`config.mk`:
```
export PLATFORM = sky130hd
export DESIGN_NAME = regfile_multiport
export DESIGN_NICKNAME = d
export VERILOG_FILES = /design/src/rtl/regfile_multiport.sv
export SDC_FILE = /design/constraint.sdc
export NUM_CORES = 1
export LEC_CHECK = 0
export ABC_AREA = 1
export CAP_MARGIN = 0
export CORE_ASPECT_RATIO = 0.5
export CORE_MARGIN = 4
export CORE_UTILIZATION = 30
export CTS_CLUSTER_SIZE = 40
export DETAILED_ROUTE_END_ITERATION = 8
export GPL_TIMING_DRIVEN = 0
export PLACE_DENSITY = 0.54
export REMOVE_ABC_BUFFERS = 1
export SETUP_SLACK_MARGIN = 0.5
export SLEW_MARGIN = 20
export SYNTH_ARGS = -nofsm -noshare
export SYNTH_HDL_FRONTEND = slang
export SYNTH_SLANG_ARGS = --single-unit
```
`constraint.sdc`:
```
create_clock -name clk -period 1.55 [get_ports clk]
set_input_delay 0.31 -clock clk [delete_from_list [all_inputs] [get_ports clk]]
set_output_delay 0.31 -clock clk [all_outputs]
set_load 0.03 [all_outputs]
```
`src/rtl/regfile_multiport.sv`:
```
// Two-write/two-read register file with optional zero register, write bypass and a sweep clear engine.
// Reads are combinational, writes land on the next edge; writes arriving mid-sweep are dropped and flagged.
module regfile_multiport #(
  parameter int DATA_W   = 8,
  parameter int ADDR_W   = 3,
  parameter int ZERO_REG = 0,
  parameter int BYPASS   = 1
) (
  input  logic              clk,
  input  logic              rst,
  input  logic              we_a,
  input  logic [ADDR_W-1:0] waddr_a,
  input  logic [DATA_W-1:0] wdata_a,
  input  logic              we_b,
  input  logic [ADDR_W-1:0] waddr_b,
  input  logic [DATA_W-1:0] wdata_b,
  input  logic [ADDR_W-1:0] raddr_0,
  output logic [DATA_W-1:0] rdata_0,
  input  logic [ADDR_W-1:0] raddr_1,
  output logic [DATA_W-1:0] rdata_1,
  input  logic              clr_req,
  output logic              clr_busy,
  output logic              clr_done,
  output logic              wr_drop
);

  localparam int                DEPTH    = 1 << ADDR_W;
  localparam logic [ADDR_W-1:0] LAST_IDX = ADDR_W'(DEPTH - 1);

  localparam logic [1:0] ST_IDLE  = 2'd0;
  localparam logic [1:0] ST_CLEAR = 2'd1;
  localparam logic [1:0] ST_DONE  = 2'd2;

  logic [DATA_W-1:0] mem [DEPTH];
  logic [1:0]        state;
  logic [1:0]        state_nxt;
  logic [ADDR_W-1:0] idx;
  logic              busy;
  logic              zero_a;
  logic              zero_b;
  logic              acc_a;
  logic              acc_b;
  logic              drop_nxt;

  assign busy   = (state == ST_CLEAR);
  assign zero_a = (ZERO_REG != 0) && (waddr_a == '0);
  assign zero_b = (ZERO_REG != 0) && (waddr_b == '0);
  assign acc_a  = we_a && !busy && !zero_a;
  assign acc_b  = we_b && !busy && !zero_b;

  // Zero-register writes are discarded silently even mid-sweep, so they never raise wr_drop.
  assign drop_nxt = busy && ((we_a && !zero_a) || (we_b && !zero_b));

  assign clr_busy = busy;
  assign clr_done = (state == ST_DONE);

  always_comb begin
    state_nxt = state;
    case (state)
      ST_IDLE:  if (clr_req) state_nxt = ST_CLEAR;
      ST_CLEAR: if (idx == LAST_IDX) state_nxt = ST_DONE;
      ST_DONE:  state_nxt = ST_IDLE;
      default:  state_nxt = ST_IDLE;
    endcase
  end

  always_ff @(posedge clk or negedge rst) begin
    if (!rst) begin
      state   <= ST_IDLE;
      idx     <= '0;
      wr_drop <= 1'b0;
    end else begin
      state   <= state_nxt;
      wr_drop <= drop_nxt;
      if (state == ST_IDLE && clr_req) begin
        idx <= '0;
      end else if (busy && idx != LAST_IDX) begin
        idx <= idx + 1'b1;
      end
    end
  end

  // Port B is applied after port A so it wins an address collision.
  always_ff @(posedge clk or negedge rst) begin
    if (!rst) begin
      for (int i = 0; i < DEPTH; i++) begin
        mem[i] <= '0;
      end
    end else if (busy) begin
      mem[idx] <= '0;
    end else begin
      if (acc_a) mem[waddr_a] <= wdata_a;
      if (acc_b) mem[waddr_b] <= wdata_b;
    end
  end

  function automatic logic [DATA_W-1:0] read_port(input logic [ADDR_W-1:0] ra);
    logic [DATA_W-1:0] val;
    val = mem[ra];
    if (BYPASS != 0) begin
      if (acc_b && waddr_b == ra) begin
        val = wdata_b;
      end else if (acc_a && waddr_a == ra) begin
        val = wdata_a;
      end
    end
    if (ZERO_REG != 0 && ra == '0) begin
      val = '0;
    end
    return val;
  endfunction

  always_comb begin
    rdata_0 = read_port(raddr_0);
  end

  always_comb begin
    rdata_1 = read_port(raddr_1);
  end

endmodule

```
# Word-level counts from Yosys, hierarchy flattened
# Cells that the tools add are included.
# classes
n_addsub	1
n_lt_le_gt_ge	8
eq_ne	10
mux	27
bitwise	7
n_reduce_logical	17
# ops
op	n
$mux W64	4
$bwmux W64	2
$mux W8	11
$demux W8 S3	3
$and A64 B64 Y64	1
$not A64 Y64	1
$bmux W8 S3	2
$ge A4 B4 Y1 const B	5
$not A3 Y4	5
$eq A3 B3 Y1	4
$logic_and A1 B1 Y1	12
$lt A4 B1 Y1 const B	3
$mux W3	2
$mux W2	2
$pmux W2 S2	1
$add A3 B1 Y3 const B	1
$eq A3 B3 Y1 const B	1
$ne A3 B3 Y1 const B	1
$eq A2 B1 Y1 const B	1
$eq A2 B2 Y1 const B	1
$logic_not A2 Y1	1
$ne A2 B1 Y1 const B	1
$ne A2 B2 Y1 const B	1
$reduce_and A2 Y1	1
3 further kinds	3
# word_totals
reg_bits	70
wordCells	81

# Depth between registers and ports, before layout
# Gate-level depths: netlist of the first run.
# logic_depth
depth_word	11
depth_mapped	11

# Worst setup path before layout of the first run
# No wires, ideal clock.
# synth_path
path_kind	reg-to-output
startpoint	register state[0]
endpoint	output rdata_0[2]
arrival_time_ns	1.610
t_required_ns	1.240
setup_slack_ns	-0.370
stages_incl_launch_ff	10
n_path_buf	2
path_cell_list	dfrtp_1 > nand2_4 > buf_8 > nand2_4 > nor2_4 > nand2_2 > buf_6 > nand2_1 > inv_1 > a21oi_1
# synth_via
elab_chain_cells	6
elab_cells_between_ends	8
# synth_rtl
item	line_no	text
from (decl)	35	logic [1:0] state;
from (signal assigned)	73	state <= state_nxt;
$eq A2 B1 Y1 (*)	45	assign busy = (state == ST_CLEAR);
$logic_not A1 Y1 (*)	48, 49	
$logic_and A1 B1 Y1	48	assign acc_a = we_a && !busy && !zero_a;
$logic_and A1 B1 Y1	103	end else if (acc_a && waddr_a == ra) begin
$mux W8	103	
$mux W8 (*)	101	if (acc_b && waddr_b == ra) begin
to (decl)	18	output logic [DATA_W-1:0] rdata_0,
# Mark *: on every way between the ends. The rest lies on a longest branch, timed or not.

# Worst setup path in the final report of the first run
# layout_path
startpoint	input wdata_a[3]
endpoint	output rdata_0[3]
# layout_via
elab_chain_cells	2
# layout_rtl
item	line_no	text
from (decl)	13	input logic [DATA_W-1:0] wdata_a,
$mux W8	103	
$mux W8	101	
# No other way between the ends.

==> qor.yml, run 1 <==
status: "complete, but fails checks"
violations: "hold timing, setup timing"
start_util_pct: 30.5
synth_cells: 1164
yosys_warnings: 0
die_w_um: 218
layout_common_cells: "nand2_1, nand3_1, dfrtp_1"
period_minus_slack_ns: 2.16
drive_gt1_share_pct: 22.1
finalCritPeriodShare_pct: 139
grtUsageTotal_pct: 24.8
rsz0062_at_grt: "yes"
layout.cells.non_filler: 1551
io_buffers: 51
vdd.ir_drop.worst_v: 0.000830
vias_per_cell: 5.39
cts_tree: "yes"
timing.hold.ws_ns: -0.125
slew_viol_final: 0
placed_cell_area_sq_mm: 0.00730
fmax_mhz: 463
crit_family: "buffers and inverters"
grt_first_pass_wirelength_um: 46100
die-area_sq_mm: 0.0246
clockRootBuffer: "clkbuf_16"
worst_slew_pin_slew_ns: 0.857
grt_overflow_total: 0
synthTopCellsByArea: "nand2_1, dfrtp_1, nand3_1, a21oi_1, inv_1"
cp-startpoint: "wdata_a[3]"
fin_area_sq_mm: 0.00918
max_stage_delay_ns: 0.65
worst_hold_path_type: "in2async"
final_common_cell: "nand2_1"
die_h_um: 113
syn_to_final_growth_pct: 39.1
synth_seq_cells: 70
r2r_start: "state[0]"
required_ns: 1.24
maxCapViolCount: 0
first_pass_iters: 5
gp_congestion: 0.922
crit_type: "in2out"
synth.avg_cell_area_sq_um: 5.67
leakage_nw: 4.60
ctsLongestPathBuffers: 2
path_buf_inv: 3
synth_area_sq_mm: 0.00660
fillers: 2210
cts.sinks: 70
fin_setup_tns_ns: -25.87
antenna_cells: 0
nets: 1281
synth_seq_area_share_pct: 26.5
clk_latency_ns: 0.35
slowest_stage: "clkdlybuf4s50_1"
yosys.area.top_type: "nand2_1"
io_pins: 52
dp_cells: 1463
dp_hpwl_um: 19300
startpoint_type: "input port"
crit_path_max_fanout: 7
routedWlPerCell_um: 20.6
maxSlewHeadroom_pct: 42.6
routed_wl_um: 31900
setup_slack_ns: -0.609
pwr_density_cell_mw_per_mm2: 1560
yosysTopAreaCellShare_pct: 30.4
path_clk_slew_ns: 0.07
htreeDepth: 3
arrival_ns: 1.85
grt_pass1_vias: 7491
crit_path_end_kind: "output port"
numCtsBuffers: 9
fp-row-count: 38
antenna_found_initial: 0
dr.first_iter.drc_count: 1094
hold_viol: 25
ant_nets: 0
crit_chain: "clkdlybuf4s50_1 -> inv_1 -> nand3_1 -> nand2_1 -> o21ai_1 -> buf_4"
vias: 8364
drc: 0
setup_viol: 82
grt_max_degree: 46
synth_cell_types: 29
core_sq_mm: 0.0216
clock_skew_ns: 0.00910
[synthesized netlist by cell type]
cell type  instances
nand2_1          535
nand3_1          194
inv_1             77
dfrtp_1           70
a21oi_1           67
o21ai_0           36
buf_2             22
nor2_1            22
clkbuf_1          21
o21ai_1           20
nand4_1           16
inv_2             15
nand2_2           11
nor2_2             8
nor2_4             5
o211ai_1           5
o21ai_2            5
o31ai_1            5
xor2_1             5
buf_1              4
buf_4              4
nand2_4            4
a31oi_1            3
a21oi_2            2
buf_6              2
clkinv_1           2
ha_1               2
buf_8              1
clkbuf_2           1
[per-layer routing]
layer | vias to the layer above | wire length, um | track usage (%) | part of all wire [%]
met4 | 0 | 1320 | 9.51 | 4.1
met5 | - | 0 | 0 | 0
met2 | 468 | 13800 | 37.5 | 43
met1 | 3895 | 13200 | 34.0 | 41
li1 | 3926 | - | - | -
met3 | 75 | 3560 | 6.63 | 11
[logic make-up after synthesis]
logic type               after synthesis  share of synthesized area, %
AND/OR/NAND/NOR                      795                          51.2
buffers and inverters                149                          9.53
AO/OA/AOI/OAI                        143                          11.7
flip-flops                            70                          26.5
XOR/XNOR                               5                         0.663
adder cells (fa/ha/maj)                2                         0.379
[power breakdown]
group	switching, mW	internal [mW]	total, mW
Sequential	0.940	2.50	3.44
Clock	0.872	1.42	2.30
Combinational	5.15	3.48	8.64
[final cells by class]
cell class | instances | area, sq um | share of cell area [%]
clock buffer | 14 | 284 | 3.09
clock inverter | 2 | 37.5 | 0.409
inverter | 94 | 459 | 5.00
multi-input combinational | 951 | 4920 | 53.6
sequential | 70 | 1760 | 19.1
tap | 300 | 375 | 4.09
timing repair buffer | 118 | 1330 | 14.5
timing repair inverter | 2 | 17.5 | 0.191
[metrics by stage]
step	utilization, %	setup WS [ns]	hold WS [ns]	power (mW)
after floorplan	-	-1.02	0.0144	7.15
after global placement	33.3	-3.24	0.491	8.43
after detailed placement	33.7	-2.52	0.274	9.35
after CTS	39.3	-0.555	-0.109	13.4
after global routing	42.4	-0.644	-0.0845	15.2
final	42.4	-0.609	-0.125	14.4
[repair_timing]
| action | in CTS | in global routing |
|---|---|---|
| endpoints found under the setup margin | 88 | 89 |
| pin swaps | 15 | 35 |
| gates resized for setup | 286 | 117 |
| gates cloned | 7 | 3 |
| hold endpoints to repair | 25 | 25 |
| setup buffers | 39 | 23 |
[flip-flops by register name, summed over array words and instances, names as in the netlist]
signal   flops
wr_drop      1
mem         64
idx          3
state        2
[final timing paths]
kind	endpoint	slack, ns	depth (start not counted)
min in group clk	wr_drop	0.46	3
hold / removal	mem[51]	-0.13	1
setup reg to reg	mem[8]	-0.32	13
setup / recovery	rdata_0[3]	-0.61	6
hold reg to reg	mem[7]	0.51	2
max in group asynchronous	mem[3]	1.08	2
No activity file was read; power rests on OpenSTA's default activity.
==> run 2: changes to the inputs <==
--- a/config.mk
+++ b/config.mk
@@ -13,7 +13,7 @@
 export CTS_CLUSTER_SIZE = 40
 export DETAILED_ROUTE_END_ITERATION = 8
 export GPL_TIMING_DRIVEN = 0
-export PLACE_DENSITY = 0.54
+export PLACE_DENSITY = 0.53
 export REMOVE_ABC_BUFFERS = 1
 export SETUP_SLACK_MARGIN = 0.5
 export SLEW_MARGIN = 20
==> constraint.sdc (replaced) <==
create_clock -name clk -period 2 [get_ports clk]
set_input_delay 0.4 -clock clk [delete_from_list [all_inputs] [get_ports clk]]
set_output_delay 0.4 -clock clk [all_outputs]
set_load 0.03 [all_outputs]
==> qor.yml, run 2 (synthesis results as in run 1) <==
ant_nets: 0
violations: "setup timing"
maxSlewHeadroom_pct: 48.5
dp_hpwl_um: 19600
status: "complete, but fails checks"
placed_cell_area_sq_mm: 0.00728
intPower_mw: 4.98
grt_max_degree: 72
io_pins: 52
worst_slew_pin_slew_ns: 0.771
setup_slack_ns: -0.296
numCtsBuffers: 9
fmax_mhz: 436
antenna_found_initial: 0
fin_area_sq_mm: 0.00858
required_ns: 1.60
crit_path_end_kind: "output port"
startpoint_type: "input port"
dr.first_iter.drc_count: 925
vias: 8207
leakage_nw: 4.37
slew_viol_final: 0
grt_overflow_total: 0
largest_reg_flops: 64
arrival_ns: 1.90
gp_congestion: 0.964
htreeDepth: 3
fp-row-count: 38
clock_skew_ns: 0.00619
core_sq_mm: 0.0216
p_clk_share_pct: 15.5
path_clk_slew_ns: 0.06
period_minus_slack_ns: 2.30
crit_path_max_fanout: 15
grtUsageTotal_pct: 24.3
swShare_pct: 50.3
grt_pass1_vias: 7324
io_buffers: 51
rsz0062_at_grt: "yes"
maxCapViolCount: 0
die-area_sq_mm: 0.0246
setup_viol: 16
cts.sinks: 70
post-route-util_pct: 39.7
antenna_cells: 0
hold_viol: 0
cts_tree: "yes"
ff2ff_setup_slack_ns: 0.28
holdBufCountCts: 0
grt_first_pass_wirelength_um: 45300
nets: 1256
start_util_pct: 30.5
clk_latency_ns: 0.37
syn_to_final_growth_pct: 30.0
reg.largest.list: "mem x64, idx x3, state x2"
die_h_um: 113
routed_wl_um: 31200
worst_hold_path_type: "in2async"
power.switching_mw: 5.05
crit_type: "in2out"
finalCritPeriodShare_pct: 115
pwr-share-comb_pct: 58.2
layout_common_cells: "nand2_1, nand3_1, dfrtp_1"
vias_per_cell: 5.38
seq_power_share_pct: 26.3
drc: 0
largest-register: "mem"
routedWlPerCell_um: 20.5
clockRootBuffer: "clkbuf_16"
vdd.ir_drop.worst_v: 0.000551
die_w_um: 218
first_pass_iters: 5
final_common_cell: "nand2_1"
ctsLongestPathBuffers: 2
pwr_density_cell_mw_per_mm2: 1170
drive_gt1_share_pct: 17.5
==> run 2: critical path, stage by stage <==
cell,delay [ns]
buf_4,0.24
inv_2,0.21
nand2_1,0.12
nand2_2,0.07
nor2_4,0.24
nand2_2,0.15
inv_4,0.11
nor2_1,0.07
o21ai_2,0.13
buf_6,0.15
==> run 2: layer usage <==
metal	vias to the layer above	routed length (um)	track usage, %
met2	374	13500	36.9
met5	-	0	0
met3	87	2910	5.15
li1	3875	-	-
met1	3871	13400	34.2
met4	0	1370	8.71
==> run 2: power groups by stage <==
stage          clock network, mW  logic (mW)  registers, mW
2_1_floorplan                  0        3.15           2.39
3_3_place_gp                   0        4.51           2.59
3_5_place_dp                   0        4.64           2.60
4_1_cts                     1.59        5.05           2.61
5_1_grt                     1.65        6.38           2.72
6_report                    1.55        5.84           2.64
==> run 2: cell type report <==
| type | instances | area [sq um] |
|---|---|---|
| fillers | 2282 | 13000 |
| multi-input cells | 948 | 4690 |
| flip-flops and latches | 70 | 1750 |
| repair buffers | 96 | 1010 |
| inverters | 94 | 464 |
| well taps | 300 | 375 |
| clock buffers | 12 | 246 |
| clock inverters | 4 | 22.5 |
| repair inverters | 2 | 22.5 |
==> run 2: path summary, 6_finish.rpt <==
| check | startpoint | end | depth (start not counted) |
|---|---|---|---|
| min reg2reg | mem[7] | mem[7] | 2 |
| min | rst | mem[52] | 1 |
| max | waddr_a[0] | rdata_1[1] | 10 |
| max reg2reg | state[1] | mem[57] | 10 |
| min in group clk | mem[7] | mem[7] | 2 |
| max in group asynchronous | rst | state[0] | 2 |
==> run 2: what timing repair did <==
item                       in CTS  in global routing
gates resized for setup       228                 98
cloned                          3                  3
setup buffers                  20                 21
pin swaps                      15                 21
setup endpoints to repair      84                 85
==> run 2: stage by stage <==
| step | hold WS, ns | cells | total power, mW | TNS, ns | worst slack, ns |
|---|---|---|---|---|---|
| after floorplan | 0.104 | 1109 | 5.54 | -32.41 | -0.570 |
| after global placement | 0.487 | 1460 | 7.10 | -314.85 | -3.01 |
| after detailed placement | 0.418 | 1463 | 7.24 | -79.68 | -2.29 |
| after CTS | 0.0317 | 1502 | 9.26 | -6.36 | -0.238 |
| after global routing | 0.0481 | 1526 | 10.8 | -4.88 | -0.335 |
| final | 0.00529 | 1526 | 10.0 | -4.07 | -0.296 |
